--- src/rtl/sync_fifo_pkg.sv ---
// Shared FIFO definitions: default geometry and the clog2 helper used to
// size pointers and occupancy counters in this and later FIFO blocks.
package fifo_pkg;

    localparam int FIFO_WIDTH = 8;
    localparam int FIFO_DEPTH = 8;

    // Smallest number of bits able to index 'value' distinct items.
    function automatic int fifo_clog2(input int value);
        int result;
        result = 0;
        for (int i = 0; i < 31; i++) begin
            if ((1 << i) < value) begin
                result = i + 1;
            end
        end
        return result;
    endfunction

endpackage

--- src/rtl/sync_fifo_if.sv ---
// Handshake and status bundle between a FIFO user (master) and the FIFO (slave).
interface sync_fifo_if
    import fifo_pkg::*;
#(
    parameter int WIDTH = FIFO_WIDTH,
    parameter int DEPTH = FIFO_DEPTH
) ();

    localparam int CW = fifo_clog2(DEPTH + 1);

    logic             flush;
    logic             w_en;
    logic [WIDTH-1:0] w_data;
    logic             r_en;
    logic [WIDTH-1:0] r_data;
    logic             r_valid;
    logic             full;
    logic             r_empty;
    logic             almost_full;
    logic             almost_empty;
    logic [CW-1:0]    count;
    logic             overflow;
    logic             underflow;

    modport master (
        output flush, w_en, w_data, r_en,
        input  r_data, r_valid, full, r_empty, almost_full, almost_empty,
               count, overflow, underflow
    );

    modport slave (
        input  flush, w_en, w_data, r_en,
        output r_data, r_valid, full, r_empty, almost_full, almost_empty,
               count, overflow, underflow
    );

endinterface

--- src/rtl/sync_fifo_mem.sv ---
// DEPTH x WIDTH storage with one write port and one registered read port.
// The array itself is never reset; only the output register is.
module fifo_mem
    import fifo_pkg::*;
#(
    parameter int WIDTH = FIFO_WIDTH,
    parameter int DEPTH = FIFO_DEPTH,
    parameter int AW    = fifo_clog2(DEPTH)
) (
    input  logic             clk,
    input  logic             rst_n,
    input  logic             we,
    input  logic [AW-1:0]    waddr,
    input  logic [WIDTH-1:0] wdata,
    input  logic             re,
    input  logic [AW-1:0]    raddr,
    output logic [WIDTH-1:0] rdata
);

    logic [WIDTH-1:0] mem_reg [DEPTH];
    logic [WIDTH-1:0] rdata_reg;

    // Store the accepted word; no reset so the array maps onto RAM.
    always_ff @(posedge clk) begin
        if (we) begin
            mem_reg[waddr] <= wdata;
        end
    end

    // Registered read; a same-address write returns the old word.
    always_ff @(posedge clk or negedge rst_n) begin
        if (!rst_n) begin
            rdata_reg <= '0;
        end else if (re) begin
            rdata_reg <= mem_reg[raddr];
        end
    end

    assign rdata = rdata_reg;

endmodule

--- src/rtl/sync_fifo.sv ---
// Single-clock FIFO: pointer, occupancy, status flags and sticky error
// flags around a fifo_mem storage block. Read data is registered, one
// clock after an accepted read, with no fall-through.
module sync_fifo
    import fifo_pkg::*;
#(
    parameter int WIDTH    = FIFO_WIDTH,
    parameter int DEPTH    = FIFO_DEPTH,
    parameter int AF_LEVEL = DEPTH - 2,
    parameter int AE_LEVEL = 2
) (
    input  logic      clk,
    input  logic      rst_n,
    sync_fifo_if.slave bus
);

    localparam int AW = fifo_clog2(DEPTH);
    localparam int CW = fifo_clog2(DEPTH + 1);

    logic [AW-1:0]    wr_ptr_reg;
    logic [AW-1:0]    rd_ptr_reg;
    logic [CW-1:0]    count_reg;
    logic             r_valid_reg;
    logic             overflow_reg;
    logic             underflow_reg;
    logic             full_flag;
    logic             empty_flag;
    logic             wr_acc;
    logic             rd_acc;
    logic [WIDTH-1:0] rdata;

    // Flags come straight from the registered count, so they never glitch.
    assign full_flag  = (count_reg == CW'(DEPTH));
    assign empty_flag = (count_reg == '0);

    // A full FIFO can still take a write when a read frees the head slot.
    assign rd_acc = bus.r_en & ~bus.flush & ~empty_flag;
    assign wr_acc = bus.w_en & ~bus.flush & (~full_flag | rd_acc);

    // Pointers, occupancy, read-valid pulse and sticky errors; flush wins.
    always_ff @(posedge clk or negedge rst_n) begin
        if (!rst_n) begin
            wr_ptr_reg    <= '0;
            rd_ptr_reg    <= '0;
            count_reg     <= '0;
            r_valid_reg   <= 1'b0;
            overflow_reg  <= 1'b0;
            underflow_reg <= 1'b0;
        end else if (bus.flush) begin
            wr_ptr_reg    <= '0;
            rd_ptr_reg    <= '0;
            count_reg     <= '0;
            r_valid_reg   <= 1'b0;
            overflow_reg  <= 1'b0;
            underflow_reg <= 1'b0;
        end else begin
            if (wr_acc) begin
                wr_ptr_reg <= wr_ptr_reg + AW'(1);
            end
            if (rd_acc) begin
                rd_ptr_reg <= rd_ptr_reg + AW'(1);
            end
            case ({wr_acc, rd_acc})
                2'b10:   count_reg <= count_reg + CW'(1);
                2'b01:   count_reg <= count_reg - CW'(1);
                default: count_reg <= count_reg;
            endcase
            r_valid_reg <= rd_acc;
            if (bus.w_en && !wr_acc) begin
                overflow_reg <= 1'b1;
            end
            if (bus.r_en && empty_flag) begin
                underflow_reg <= 1'b1;
            end
        end
    end

    fifo_mem #(
        .WIDTH (WIDTH),
        .DEPTH (DEPTH),
        .AW    (AW)
    ) u_mem (
        .clk   (clk),
        .rst_n (rst_n),
        .we    (wr_acc),
        .waddr (wr_ptr_reg),
        .wdata (bus.w_data),
        .re    (rd_acc),
        .raddr (rd_ptr_reg),
        .rdata (rdata)
    );

    assign bus.r_data       = rdata;
    assign bus.r_valid      = r_valid_reg;
    assign bus.count        = count_reg;
    assign bus.full         = full_flag;
    assign bus.r_empty      = empty_flag;
    assign bus.almost_full  = (count_reg >= CW'(AF_LEVEL));
    assign bus.almost_empty = (count_reg <= CW'(AE_LEVEL));
    assign bus.overflow     = overflow_reg;
    assign bus.underflow    = underflow_reg;

endmodule

--- src/flat_wrapper.sv ---
// flat-port wrapper written by rule: the top's interface ports become plain ports
module sync_fifo_flat import fifo_pkg::*;
#(
    parameter int WIDTH    = FIFO_WIDTH,
    parameter int DEPTH    = FIFO_DEPTH,
    parameter int AF_LEVEL = DEPTH - 2,
    parameter int AE_LEVEL = 2
)
  (clk, rst_n, bus_flush, bus_w_en, bus_w_data, bus_r_en, bus_r_data, bus_r_valid, bus_full, bus_r_empty, bus_almost_full, bus_almost_empty, bus_count, bus_overflow, bus_underflow);
  sync_fifo_if #(.WIDTH(WIDTH), .DEPTH(DEPTH)) bus_i ();
  input  logic clk;
  input  logic rst_n;
  input wire logic [$bits(bus_i.flush)-1:0] bus_flush;
  input wire logic [$bits(bus_i.w_en)-1:0] bus_w_en;
  input wire logic [$bits(bus_i.w_data)-1:0] bus_w_data;
  input wire logic [$bits(bus_i.r_en)-1:0] bus_r_en;
  output wire logic [$bits(bus_i.r_data)-1:0] bus_r_data;
  output wire logic [$bits(bus_i.r_valid)-1:0] bus_r_valid;
  output wire logic [$bits(bus_i.full)-1:0] bus_full;
  output wire logic [$bits(bus_i.r_empty)-1:0] bus_r_empty;
  output wire logic [$bits(bus_i.almost_full)-1:0] bus_almost_full;
  output wire logic [$bits(bus_i.almost_empty)-1:0] bus_almost_empty;
  output wire logic [$bits(bus_i.count)-1:0] bus_count;
  output wire logic [$bits(bus_i.overflow)-1:0] bus_overflow;
  output wire logic [$bits(bus_i.underflow)-1:0] bus_underflow;
  assign bus_i.flush = bus_flush;
  assign bus_i.w_en = bus_w_en;
  assign bus_i.w_data = bus_w_data;
  assign bus_i.r_en = bus_r_en;
  assign bus_r_data = bus_i.r_data;
  assign bus_r_valid = bus_i.r_valid;
  assign bus_full = bus_i.full;
  assign bus_r_empty = bus_i.r_empty;
  assign bus_almost_full = bus_i.almost_full;
  assign bus_almost_empty = bus_i.almost_empty;
  assign bus_count = bus_i.count;
  assign bus_overflow = bus_i.overflow;
  assign bus_underflow = bus_i.underflow;
  sync_fifo #(.WIDTH(WIDTH), .DEPTH(DEPTH), .AF_LEVEL(AF_LEVEL), .AE_LEVEL(AE_LEVEL)) u_core (.clk(clk), .rst_n(rst_n), .bus(bus_i));
endmodule
--- config.mk ---
export PLATFORM = sky130hd
export DESIGN_NAME = sync_fifo_flat
export DESIGN_NICKNAME = d
export VERILOG_FILES = /design/src/rtl/sync_fifo_pkg.sv /design/src/rtl/sync_fifo_if.sv /design/src/rtl/sync_fifo_mem.sv /design/src/rtl/sync_fifo.sv /design/src/flat_wrapper.sv
export SDC_FILE = /design/constraint.sdc
export NUM_CORES = 1
export LEC_CHECK = 0
export ABC_AREA = 0
export CORE_MARGIN = 4
export CORE_UTILIZATION = 30
export CTS_CLUSTER_SIZE = 20
export DETAILED_ROUTE_END_ITERATION = 7
export SETUP_SLACK_MARGIN = 0.05
export SLEW_MARGIN = 25
export SYNTH_ARGS = -nofsm -noshare
export SYNTH_HDL_FRONTEND = slang
export SYNTH_SLANG_ARGS = --single-unit
export TNS_END_PERCENT = 10
--- constraint.sdc ---
create_clock -name clk -period 2.6 [get_ports clk]
set_input_delay 0.65 -clock clk [delete_from_list [all_inputs] [get_ports clk]]
set_output_delay 0.65 -clock clk [all_outputs]
set_load 0.005 [all_outputs]
==> impl_metrics.toml <==
[timing]
fmax_mhz = 399
period_share_pct = 96.5
skew_ns = 0.00829
hold_viol = 0
setup_viol = 0
period_minus_slack_ns = 2.51
relSlewSlack_pct = 58.9
rsz0062_at_grt = "yes"
worst_slew_pin_slew_ns = 0.616
final_max_slew_viol_count = 0
holdWs_ns = 0.508

[cts]
clkLatencyLatePin_ns = 0.33
cts_root_buffer = "clkbuf_16"
hold_buffers = 0
cts_tree = "done"
clk_path_buf_depth = 2
cts_buffers = 9
cts_max_level = 3
numClockSinks = 85
path_clk_slew_ns = 0.06

[worst_setup_path]
worst-path-buf-inv = 2
path_cells = "or4b_4 -> inv_1 -> clkdlybuf4s50_1"
startpoint = "u_core.bus.count[1]$_DFFE_PN0P_"
reg2reg_from = "u_core.bus.count[0]$_DFFE_PN0P_"
worstSetupPathType = "flip-flop to output port"
arrival_ns = 1.86
worst_path_largest_cell_delay_ns = 0.54
cp-end-kind = "output port"
slowest_stage = "or4b_4"
crit_fanout = 4
cp-start-kind = "flip-flop"
path_delay_family = "buffers and inverters"
reg2reg_slack_ns = 0.29
crit_required_ns = 1.95

[grt]
grt-ovfl-total = 0
grt_pass1_vias = 1994
antenna_found_initial = 0
grt_pass1_wl_mm = 11.2
grt_max_degree = 25
gr-usage-all-layers_pct = 11.5

[floorplanning]
die_w_um = 115
num_rows = 38
die_h_um = 115
initial_core_util_pct = 31.3
coreArea_sq_um = 11000
die_area_sq_um = 13300
num_io_pins = 32

[yosys]
async_reset_ff_share_pct = 24.7
yosys_warnings = 0
yosysTopAreaCellShare_pct = 55.7
synthDistinctLibCells = 33
ys.flop_type = "edfxtp_1"
synth-seq-cells = 85
syn-cell-area_sq_um = 3450
postSynthCellCount = 200
post-synth-top-count-cell = "edfxtp_1"
synth_edf_count = 64
post_synth.cell_area_avg_sq_um = 17.2
synthTopCellsByArea = "edfxtp_1 56%, dfrtp_1 15%, mux4_2 10%, nor2_1 2.9%, mux2i_1 2.6%"
synth_common_cells = "64 x edfxtp_1, 27 x nor2_1, 21 x dfrtp_1"
synth_nets = 218
yosysSeqAreaShare_pct = 70.9
synth_largest_area_cell = "edfxtp_1"

[drt]
first_iter_violations = 88
ant_nets = 0
routedWlPerCell_um = 17.1
first_pass_iters = 6
vias = 1952
viasPerCell = 4.76
drc = 0
drt_wl_total_mm = 7.02

[outcome]
status = "complete, no violations"

[placed_design]
io_buffers = 31
gp_congestion = 0.787
hpwl_mm = 4.64

[finish]
n_fill_cell = 1041
n_antenna_cell = 0
final_nets = 283
drive_gt1_share_pct = 28.5
syn_to_final_growth_pct = 29.7
largest_register_ffs = 64
final_util_pct = 40.6

[power]
power_density_nw_per_um2 = 791
p_leak_uw = 0.00163
peakVddDrop_v = 0.000285

[run]
cap_violations = 0

[hold_path]
hold_start = "u_core.bus.underflow$_DFFE_PN0P_"
hp-class = "flip-flop to flip-flop"
[final cells by class]
type | count | area (sq um) | area share, %
well taps | 140 | 175 | 3.92
multi-input cells | 104 | 998 | 22.3
clock buffers | 9 | 225 | 5.03
inverters | 2 | 7.51 | 0.168
flip-flops and latches | 85 | 2450 | 54.8
repair buffers | 63 | 559 | 12.5
clock inverters | 7 | 56.3 | 1.26
[through the flow]
stage               cells  setup slack (ns)  area, sq um  setup TNS [ns]  total power (uW)
finish                410            0.0917         4470               0              3540
global route          410            0.0227         4470               0              3710
CTS                   407            0.0436         4420               0              3570
detailed placement    390            -0.367         4120          -0.717              2350
global placement      390            -0.228         4120          -0.323              2340
floorplan             200            0.0776         3460               0              2000
[per-layer routing]
metal	vias to the layer above	global-route usage, %	share of wire (%)
met5	-	0	0
met4	0	5.63	2.0
met3	9	2.26	6.9
met2	52	18.2	48
met1	993	15.3	43
li1	898	-	-
[worst reg2reg max path: cells and delay by family (launching register included)]
family | cells | cell delay [ns]
AND/OR/NAND/NOR | 5 | 0.87
flip-flops | 1 | 0.44
AO/OA/AOI/OAI | 2 | 0.44
buffers and inverters | 1 | 0.13
adder cells (fa/ha/maj) | 1 | 0.30
[cell usage in the layout, fill, tap and decap left out, types with 2 or more instances in the layout]
master / synthesis / routed
edfxtp_1: 64 / 64
buf_4: 0 / 31
clkdlybuf4s50_1: 0 / 29
nor2_1: 27 / 27
dfrtp_1: 21 / 18
mux4_2: 16 / 16
a21oi_1: 11 / 10
mux2i_1: 9 / 9
clkbuf_16: 0 / 9
nand2_1: 4 / 4
ha_1: 4 / 4
nor2b_4: 0 / 3
nand2b_1: 3 / 3
xor2_1: 3 / 3
inv_6: 0 / 3
dfrtp_2: 0 / 3
inv_1: 2 / 2
or3_1: 2 / 2
nor3_1: 2 / 2
a211oi_1: 2 / 2
a21o_1: 2 / 2
xnor2_1: 2 / 2
a22o_1: 2 / 2
clkinv_2: 0 / 2
dlymetal6s2s_1: 0 / 2
[timing repair]
item                       4_1_cts  5_1_grt
setup endpoints to repair        2        3
setup buffers                    1        3
hold endpoints to repair         0        0
gates resized for setup          4        8
pin swaps                        1        3
cloned                           0        0
[where the power goes]
group	leakage (uW)	switching, uW	internal, uW
registers	0.000837	60.5	1570
logic	0.000652	296	418
clock network	0.000142	534	662
[path summary, 6_finish.rpt]
path / endpoint / depth (start not counted)
worst max-delay path: bus_full / 3
worst min-delay path: u_core.bus.underflow$_DFFE_PN0P_ / 2
worst max register to register: u_core.bus.count[3]$_DFFE_PN0P_ / 9
worst min register to register: u_core.bus.underflow$_DFFE_PN0P_ / 2
max in group asynchronous: u_core.bus.count[3]$_DFFE_PN0P_ / 2
min in group asynchronous: u_core.bus.count[0]$_DFFE_PN0P_ / 2
[cell families (layout without fill, tap and decap cells)]
group / count (synthesis) / after routing / synth area share [%]
AND/OR/NAND/NOR: 47 / 47 / 6.89
XOR/XNOR: 5 / 5 / 1.27
AO/OA/AOI/OAI: 21 / 21 / 4.17
multiplexers: 26 / 26 / 13.4
adder cells (fa/ha/maj): 5 / 5 / 2.03
flip-flops: 85 / 85 / 70.9
buffers and inverters: 11 / 81 / 1.31
Power figures use the tool's default switching activity.
